==> src/rtl/bist_pkg.sv <==
// +-----------------------------------------------------------------+
// | bist_pkg: shared state encoding and status words for the BIST   |
// | controller.                                         Rev 1.0     |
// +-----------------------------------------------------------------+
`default_nettype none

package bist_pkg;

  typedef enum logic [2:0] {
    ST_IDLE    = 3'd0,
    ST_SEED    = 3'd1,
    ST_RUN     = 3'd2,
    ST_FLUSH   = 3'd3,
    ST_COMPARE = 3'd4,
    ST_DONE    = 3'd5
  } state_e;

  localparam logic [31:0] STATUS_IDLE = 32'h49444C45;
  localparam logic [31:0] STATUS_BUSY = 32'h42555359;
  localparam logic [31:0] STATUS_PASS = 32'h50415353;
  localparam logic [31:0] STATUS_FAIL = 32'h4641494C;

  localparam logic [7:0] DEFAULT_GOLDEN_SIG = 8'hDE;

endpackage

`default_nettype wire

==> src/rtl/bist_pattern_counter.sv <==
// +-----------------------------------------------------------------+
// | bist_pattern_counter: saturating window counter with clear,     |
// | enable and terminal-count flag.                     Rev 1.0     |
// +-----------------------------------------------------------------+
`default_nettype none

module bist_pattern_counter #(
  parameter int CNT_W = 9
) (
  input  logic             clk_i,
  input  logic             rst_ni,
  input  logic             clr_i,
  input  logic             en_i,
  input  logic [CNT_W-1:0] term_i,
  output logic [CNT_W-1:0] count_next_o,
  output logic             tc_o
);

  logic [CNT_W-1:0] count_q;
  logic [CNT_W-1:0] count_d;

  // Clear has priority; the count never wraps past all-ones.
  always_comb begin
    count_d = count_q;
    if (clr_i) begin
      count_d = '0;
    end else if (en_i && (count_q != {CNT_W{1'b1}})) begin
      count_d = count_q + 1'b1;
    end
  end

  always_ff @(posedge clk_i or negedge rst_ni) begin
    if (!rst_ni) begin
      count_q <= '0;
    end else begin
      count_q <= count_d;
    end
  end

  assign count_next_o = count_d;
  assign tc_o         = (count_q == term_i);

endmodule

`default_nettype wire

==> src/rtl/bist_controller.sv <==
// +-----------------------------------------------------------------+
// | bist_controller: sequences one BIST session (seed, run, flush,  |
// | compare) and reports the signature check.           Rev 1.0     |
// +-----------------------------------------------------------------+
`default_nettype none

module bist_controller
  import bist_pkg::*;
#(
  parameter int               PATTERN_COUNT = 256,
  parameter int               CNT_W         = 9,
  parameter int               LATENCY       = 2,
  parameter int               SIG_W         = 8,
  parameter logic [SIG_W-1:0] GOLDEN_SIG    = SIG_W'(DEFAULT_GOLDEN_SIG)
) (
  input  logic             clk,
  input  logic             rst,
  input  logic             start,
  input  logic             abort,
  input  logic [SIG_W-1:0] sig_in,
  output logic             test_sel,
  output logic             tpg_en,
  output logic             tpg_clr,
  output logic             misr_en,
  output logic             misr_clr,
  output logic             busy,
  output logic             done,
  output logic             pass,
  output logic             fail,
  output logic [31:0]      status_word
);

  localparam logic [CNT_W-1:0] RUN_LAST   = CNT_W'(PATTERN_COUNT - 1);
  localparam logic [CNT_W-1:0] FLUSH_LAST = CNT_W'((LATENCY > 0) ? LATENCY - 1 : 0);
  localparam logic [CNT_W-1:0] MISR_START = CNT_W'(LATENCY);

  state_e state_q, state_d;

  logic             cnt_clr;
  logic             cnt_en;
  logic             cnt_tc;
  logic [CNT_W-1:0] cnt_term;
  logic [CNT_W-1:0] cnt_d;

  logic        test_sel_q, test_sel_d;
  logic        tpg_en_q, tpg_en_d;
  logic        tpg_clr_q, tpg_clr_d;
  logic        misr_en_q, misr_en_d;
  logic        misr_clr_q, misr_clr_d;
  logic        busy_q, busy_d;
  logic        done_q, done_d;
  logic        pass_q, pass_d;
  logic        fail_q, fail_d;
  logic [31:0] status_q, status_d;
  logic        aborting;

  assign cnt_term = (state_q == ST_FLUSH) ? FLUSH_LAST : RUN_LAST;

  bist_pattern_counter #(
    .CNT_W (CNT_W)
  ) u_counter (
    .clk_i        (clk),
    .rst_ni       (rst),
    .clr_i        (cnt_clr),
    .en_i         (cnt_en),
    .term_i       (cnt_term),
    .count_next_o (cnt_d),
    .tc_o         (cnt_tc)
  );

  always_comb begin
    state_d = state_q;
    cnt_clr = 1'b0;
    cnt_en  = 1'b0;
    case (state_q)
      ST_IDLE: begin
        if (start) begin
          state_d = ST_SEED;
          cnt_clr = 1'b1;
        end
      end
      ST_SEED: begin
        cnt_clr = 1'b1;
        state_d = abort ? ST_IDLE : ST_RUN;
      end
      ST_RUN: begin
        if (abort) begin
          state_d = ST_IDLE;
          cnt_clr = 1'b1;
        end else if (cnt_tc) begin
          cnt_clr = 1'b1;
          state_d = (LATENCY > 0) ? ST_FLUSH : ST_COMPARE;
        end else begin
          cnt_en = 1'b1;
        end
      end
      ST_FLUSH: begin
        if (abort) begin
          state_d = ST_IDLE;
          cnt_clr = 1'b1;
        end else if (cnt_tc) begin
          cnt_clr = 1'b1;
          state_d = ST_COMPARE;
        end else begin
          cnt_en = 1'b1;
        end
      end
      ST_COMPARE: begin
        cnt_clr = 1'b1;
        state_d = abort ? ST_IDLE : ST_DONE;
      end
      ST_DONE: begin
        if (!start) begin
          state_d = ST_IDLE;
        end
      end
      default: begin
        state_d = ST_IDLE;
        cnt_clr = 1'b1;
      end
    endcase
  end

  assign aborting = abort && (state_q inside {ST_SEED, ST_RUN, ST_FLUSH, ST_COMPARE});

  // Outputs are decoded from the next state so the flops line up with state_q.
  always_comb begin
    test_sel_d = (state_d inside {ST_SEED, ST_RUN, ST_FLUSH});
    tpg_en_d   = (state_d == ST_RUN);
    tpg_clr_d  = (state_d == ST_SEED);
    misr_clr_d = (state_d == ST_SEED);
    misr_en_d  = ((state_d == ST_RUN) && (cnt_d >= MISR_START)) || (state_d == ST_FLUSH);
    busy_d     = (state_d inside {ST_SEED, ST_RUN, ST_FLUSH, ST_COMPARE});
    done_d     = (state_d == ST_DONE);
    pass_d     = pass_q;
    fail_d     = fail_q;
    status_d   = status_q;
    if (aborting) begin
      pass_d   = 1'b0;
      fail_d   = 1'b0;
      status_d = STATUS_IDLE;
    end else if (state_d == ST_SEED) begin
      pass_d   = 1'b0;
      fail_d   = 1'b0;
      status_d = STATUS_BUSY;
    end else if (state_q == ST_COMPARE) begin
      pass_d   = (sig_in == GOLDEN_SIG);
      fail_d   = (sig_in != GOLDEN_SIG);
      status_d = (sig_in == GOLDEN_SIG) ? STATUS_PASS : STATUS_FAIL;
    end
  end

  always_ff @(posedge clk or negedge rst) begin
    if (!rst) begin
      state_q    <= ST_IDLE;
      test_sel_q <= 1'b0;
      tpg_en_q   <= 1'b0;
      tpg_clr_q  <= 1'b0;
      misr_en_q  <= 1'b0;
      misr_clr_q <= 1'b0;
      busy_q     <= 1'b0;
      done_q     <= 1'b0;
      pass_q     <= 1'b0;
      fail_q     <= 1'b0;
      status_q   <= STATUS_IDLE;
    end else begin
      state_q    <= state_d;
      test_sel_q <= test_sel_d;
      tpg_en_q   <= tpg_en_d;
      tpg_clr_q  <= tpg_clr_d;
      misr_en_q  <= misr_en_d;
      misr_clr_q <= misr_clr_d;
      busy_q     <= busy_d;
      done_q     <= done_d;
      pass_q     <= pass_d;
      fail_q     <= fail_d;
      status_q   <= status_d;
    end
  end

  assign test_sel    = test_sel_q;
  assign tpg_en      = tpg_en_q;
  assign tpg_clr     = tpg_clr_q;
  assign misr_en     = misr_en_q;
  assign misr_clr    = misr_clr_q;
  assign busy        = busy_q;
  assign done        = done_q;
  assign pass        = pass_q;
  assign fail        = fail_q;
  assign status_word = status_q;

endmodule

`default_nettype wire

==> config.mk <==
export PLATFORM = sky130hd
export DESIGN_NAME = bist_controller
export DESIGN_NICKNAME = d
export VERILOG_FILES = /design/src/rtl/bist_pkg.sv /design/src/rtl/bist_pattern_counter.sv /design/src/rtl/bist_controller.sv
export SDC_FILE = /design/constraint.sdc
export NUM_CORES = 1
export LEC_CHECK = 0
export ABC_AREA = 1
export BUFFER_PORTS_ARGS = -buffer_cell sky130_fd_sc_hd__buf_4
export CAP_MARGIN = 15
export CORE_UTILIZATION = 52
export DETAILED_ROUTE_END_ITERATION = 16
export PLACE_DENSITY = 0.8
export SETUP_SLACK_MARGIN = 0.5
export SYNTH_ARGS = -nofsm -noshare
export SYNTH_HDL_FRONTEND = slang
export SYNTH_SLANG_ARGS = --single-unit
==> constraint.sdc <==
create_clock -name clk -period 2.58 [get_ports clk]
set_clock_uncertainty 0.1 [all_clocks]
set_input_delay 0.387 -clock clk [delete_from_list [all_inputs] [get_ports clk]]
set_output_delay 0.387 -clock clk [all_outputs]
set_load 0.02 [all_outputs]
# After elaboration in Yosys (flattened, before gate mapping)
# Cells that the tools add are included.
# W data, S select, Z words.
# totals
inputBits	12
regBits	52
output_inout_bits	41
# classes
n_lt_le_gt_ge	1
n_reduce_logical	10
n_mux	29
addsub	1
eq_ne	14
# op_table
operator	n
$mux W32	3
$mux W29	1
$mux W3	7
$mux W9	2
$pmux W3 S6	1
$eq A3 B2 Y1 const B	4
$eq A3 B3 Y1 const B	4
$mux W1	12
$add A9 B1 Y9 const B	1
$eq A9 B8 Y1	1
$ge A9 B2 Y1 const B	1
$ne A9 B9 Y1 const B	1
$eq A8 B8 Y1 const B	1
$mux W8	1
$ne A8 B8 Y1 const B	1
$reduce_bool A4 Y1	2
$eq A3 B1 Y1 const B	2
$reduce_bool A3 Y1	2
$logic_and A1 B1 Y1	3
$logic_not A3 Y1	1
$pmux W1 S3	1
$mux W2	1
$reduce_or A2 Y1	1
$logic_or A1 B1 Y1	1

# Depth between registers and ports, before layout
# depth
ltp_word	12
depth_mapped	16
depth_no_buf	16

# Cells and area by module
# A second synthesis with hierarchy kept.
# hier_totals
cells_unflattened	229
hier_area_um2	1736.7
# by_module_without_submodules
module	instances	area_per_inst_um2	seq_area_each_um2	cells_per_inst
bist_controller	1	1128.6	480.5	141
bist_pattern_counter	1	608.1	225.2	88

# Worst setup path after synthesis
# OpenSTA, ideal clock, no wires.
# synth_timing
kind	flip-flop to flip-flop
from	register u_counter.count_q[0]
to	register misr_en_q (netlist: misr_en)
slack_ns	0.492
required_ns	2.364
t_arrival_ns	1.871
setup_ns	0.116
path_stages_with_launch	15
path_buffers	0
path_cell_list	dfrtp_1 -> ha_1 -> nand2_1 -> nor2_1 -> ha_1 -> nor3_4 -> nand2_4 -> nand2_1 -> nand2_1 -> nand2_1 -> nand2_1 -> nor2_1 -> nand2_1 -> nand2_1 -> nand2_1
# synth_between
elab_chain_cells	10
# synth_lines
item	line_no	source
from (decl)	bist_pattern_counter.sv:19	logic [CNT_W-1:0] count_q;
from (signal assigned)	bist_pattern_counter.sv:36	count_q <= count_d;
$eq A9 B8 Y1	bist_pattern_counter.sv:41	assign tc_o = (count_q == term_i);
$mux W1	bist_controller.sv:90, bist_controller.sv:101	
$mux W1	bist_controller.sv:87	if (abort) begin
$mux W1	n/a	
$logic_and A1 B1 Y1	bist_pattern_counter.sv:27	end else if (en_i && (count_q != {CNT_W{1'b1}})) begin
$mux W9	bist_pattern_counter.sv:27	
$mux W9	bist_pattern_counter.sv:25	if (clr_i) begin
$ge A9 B2 Y1	bist_controller.sv:132	misr_en_d = ((state_d == ST_RUN) && (cnt_d >= MISR_START)) || (state_d == ST_FLUSH);
$logic_and A1 B1 Y1	bist_controller.sv:132	
$logic_or A1 B1 Y1 *	bist_controller.sv:132	
net misr_en_d	bist_controller.sv:48	logic misr_en_q, misr_en_d;
to (signal assigned)	bist_controller.sv:171	misr_en_q <= misr_en_d;
to (decl)	bist_controller.sv:48	
# Mark *: on every way through the listed nets, which the timed path passes. The rest lies on a longest branch.
# A chain may end at the register's enable or synchronous reset.

# Worst setup path after layout
# Ends and elaborated chain as after synthesis.

==> run metrics <==
Die Wd=approximately 61 µm; CP startpoint=u_counter.count_q[0]; Area after DPL=roughly 2000 µm²; RSZ-0062 raised after global routing=yes; switch share=between 40% and 50%; Syn-to-layout area delta=34.4%; max-slew violations=0; yosys warns=0; post-route cell area=2440 µm²; total CTS buffers=3; # Max-Cap Violations=0; core area=about 3300 µm²; Achievable Freq=443 MHz; Cell Area, Synth=1820 µm²; # rows=21; top_reg_cell synth=dfrtp_1; DRC viols=0; FILL cells=about 240; CTS sink cnt=28; Port Buffers=38; pwr/cell area=between 1000 and 1500 nW/µm²; Synth async-reset ratio=between 90% and 100%; outcome=finished, final reports clean; number of antenna diodes=0; Setup CP Type=register to register; r2r startpoint=u_counter.count_q[0]; Req. time, crit path=around 2.7 ns; HP Start=abort; P_sw=about 0.0012 W; Clk Tree Root Cell=clkbuf_4; vias in the first global route=1414; All-Layer GR Usage=a little over a fifth; Post-synth EDFFs=0; antenna violations before repair=0; WL/cell=between 10 and 15 µm; Hold WC Path Type=input pin to register; Seq/Total Area, Yosys=around two fifths; combinational power share=between 60% and 70%; Syn Inst Count=230; clk_lat worst skew=between 0.3 and 0.4 ns; fin crit period=roughly 2.3 ns; dominant cells by area after synthesis=dfrtp_1 (33%), nand2_1 (12%), buf_4 (10%); drt via density=just over 5; Fin Setup TNS=0 ns; Clk pin slew, worst setup/hold paths=0.15 ns; Pre-Repair DR Iteration Count=4; vias post-DR=around 1700; Fin. Hold Viols=0; Iter 0 DRT Violations=~110; Synth top area share=between 30% and 40%; Worst Setup End Kind=register; leading area contributor after synthesis=dfrtp_1; RePlAce Congestion=just under 0.9; Synth Register Bits=28; Seq pwr share=28.1%; die span in y=around 61 µm; Worst Setup Start Kind=register; synthesized area per cell=7.90 µm²; die area=between 3000 and 4000 µm²; share of cells above drive strength 1=a little under half; I/O pins=53; clock share of power=11.2%; CP Max Fanout=8; Clock Tree Buf Depth=2; post-route ant nets=0; largest net degree at the start of global routing=29; Yosys cell types=36; Crit path arrival time=around 2.4 ns; Total Nets Final=301; Post-DP HPWL=2620 µm; TritonCTS clock tree=yes; Final setup viols=0; first-pass GRT wire length=approximately 5900 µm; worst vdd ir=0.587 mV; grt ovf=0; CTS H-Tree Depth=1; cell internal pwr=approximately 0.0014 W; period utilization=87.5%; leakage power=~1.3 nW; Starting Density=roughly 54%; Post-Route WL=4910 µm
## synthesized netlist by cell type (2+ instances only)
library cell  count
xor2_1            4
inv_2             4
dfrtp_1          24
nor2_2            2
nand4_1           3
nor2_1           18
buf_4            25
clkinv_1          2
nand3_2           2
inv_1            28
o21ai_1           2
nand3_4           3
nand2_4           2
dfstp_2           4
nand2_1          60
conb_1            2
ha_1              2
nor3_1            2
nand3_1          16
a21oi_2           2
nand2_2           8
## state kept, by name, summed over array words and instances, names as in the netlist
register           count
misr_clr               1
u_counter.count_q      9
tpg_en                 1
misr_en                1
busy                   1
state_q                3
status_word           10
test_sel               1
done                   1
## stage by stage
| stage | cells | setup slack (ns) | power [W] | hold slack (ns) | utilization, % |
|---|---|---|---|---|---|
| floorplan | 242 | 0.508 | 0.00166 | -0.00859 | - |
| global placement | 300 | 0.392 | 0.00194 | 0.225 | 60.2 |
| detailed placement | 300 | 0.289 | 0.00197 | 0.225 | 60.2 |
| CTS | 315 | 0.505 | 0.00233 | 0.180 | 65.0 |
| global route | 332 | 0.281 | 0.00275 | 0.206 | 73.2 |
| finish | 332 | 0.323 | 0.00260 | 0.187 | 73.2 |
## worst max-delay path, cell delays in order (launching register included)
cell and delay (ns):
dfrtp_1 0.47, buf_4 0.15, buf_4 0.12, inv_1 0.05, nor2_1 0.27, nand3_4 0.22
buf_12 0.21, nand2_8 0.07, nand2_1 0.06, nand2_2 0.09, a21oi_2 0.06, nor2_1 0.12
nand2_1 0.07, nand2_1 0.06, nand2_1 0.04
## area by class of cell
type                    count  area, µm²  share of cell area [%]
inverters                  35        134                    5.48
multi-input cells         154        963                    39.4
flip-flops and latches     28        709                    29.0
well taps                  46       57.6                    2.36
clock inverters             1       30.0                    1.23
clock buffers               3       22.5                   0.922
repair buffers             65        527                    21.6
## power groups by stage
stage	combinational, W	clock [W]	sequential (W)
after global routing	0.00170	0.000307	0.000751
after detailed placement	0.00123	0	0.000740
after CTS	0.00131	0.000298	0.000726
final	0.00158	0.000290	0.000732
after global placement	0.00121	0	0.000733
after floorplan	0.000818	0	0.000842
## cells by family after synthesis
| group | count (synthesis) | share of synthesized area [%] |
|---|---|---|
| AND/OR/NAND/NOR | 120 | 33.8 |
| buffers and inverters | 61 | 18.3 |
| flip-flops | 28 | 38.8 |
| AO/OA/AOI/OAI | 12 | 4.89 |
| XOR/XNOR | 5 | 2.41 |
| adder cells (fa/ha/maj) | 2 | 1.38 |
| other | 2 | 0.413 |
## layout by cell type, fill, tap and decap left out, drive strengths merged
master       count
nand2           71
buf             64
inv             35
dfrtp           24
nor2            22
nand3           21
conb            14
xor2             4
dfstp            4
o21ai            4
a21oi            3
nand4            3
clkbuf           3
nor3             3
ha               2
xnor2            1
o22ai            1
o211ai           1
nor3b            1
o21a             1
o31ai            1
o22a             1
bufinv           1
dlygate4sd3      1
## layer usage
layer / GRT usage [%] / part of all wire [%] / wire (µm) / vias up
li1: - / - / - / 787
met1: 25.9 / 38 / 1870 / 775
met2: 37.4 / 51 / 2510 / 99
met3: 2.73 / 7.0 / 344 / 21
met4: 12.7 / 3.6 / 177 / 0
met5: 0 / 0 / 0 / -
## path summary, 6_finish.rpt
path | slack, ns | end | cells past startpoint
min reg2reg | 0.38 | status_word[18] | 2
max | 0.32 | misr_en | 14
min | 0.19 | done | 2
max in group asynchronous | 1.69 | status_word[27] | 2
min in group asynchronous | 0.38 | status_word[20] | 2
max reg2reg | 0.32 | misr_en | 14
## timing repair
| action | CTS | global route |
|---|---|---|
| setup buffers | 9 | 17 |
| endpoints found under the hold margin | 24 | 0 |
| pin swaps | 3 | 18 |
| resized for setup | 5 | 34 |
| hold buffers | 1 | 0 |
| setup endpoints to repair | 1 | 2 |
| gates cloned | 1 | 0 |
Note: power is estimated with default switching activity, not from simulation.
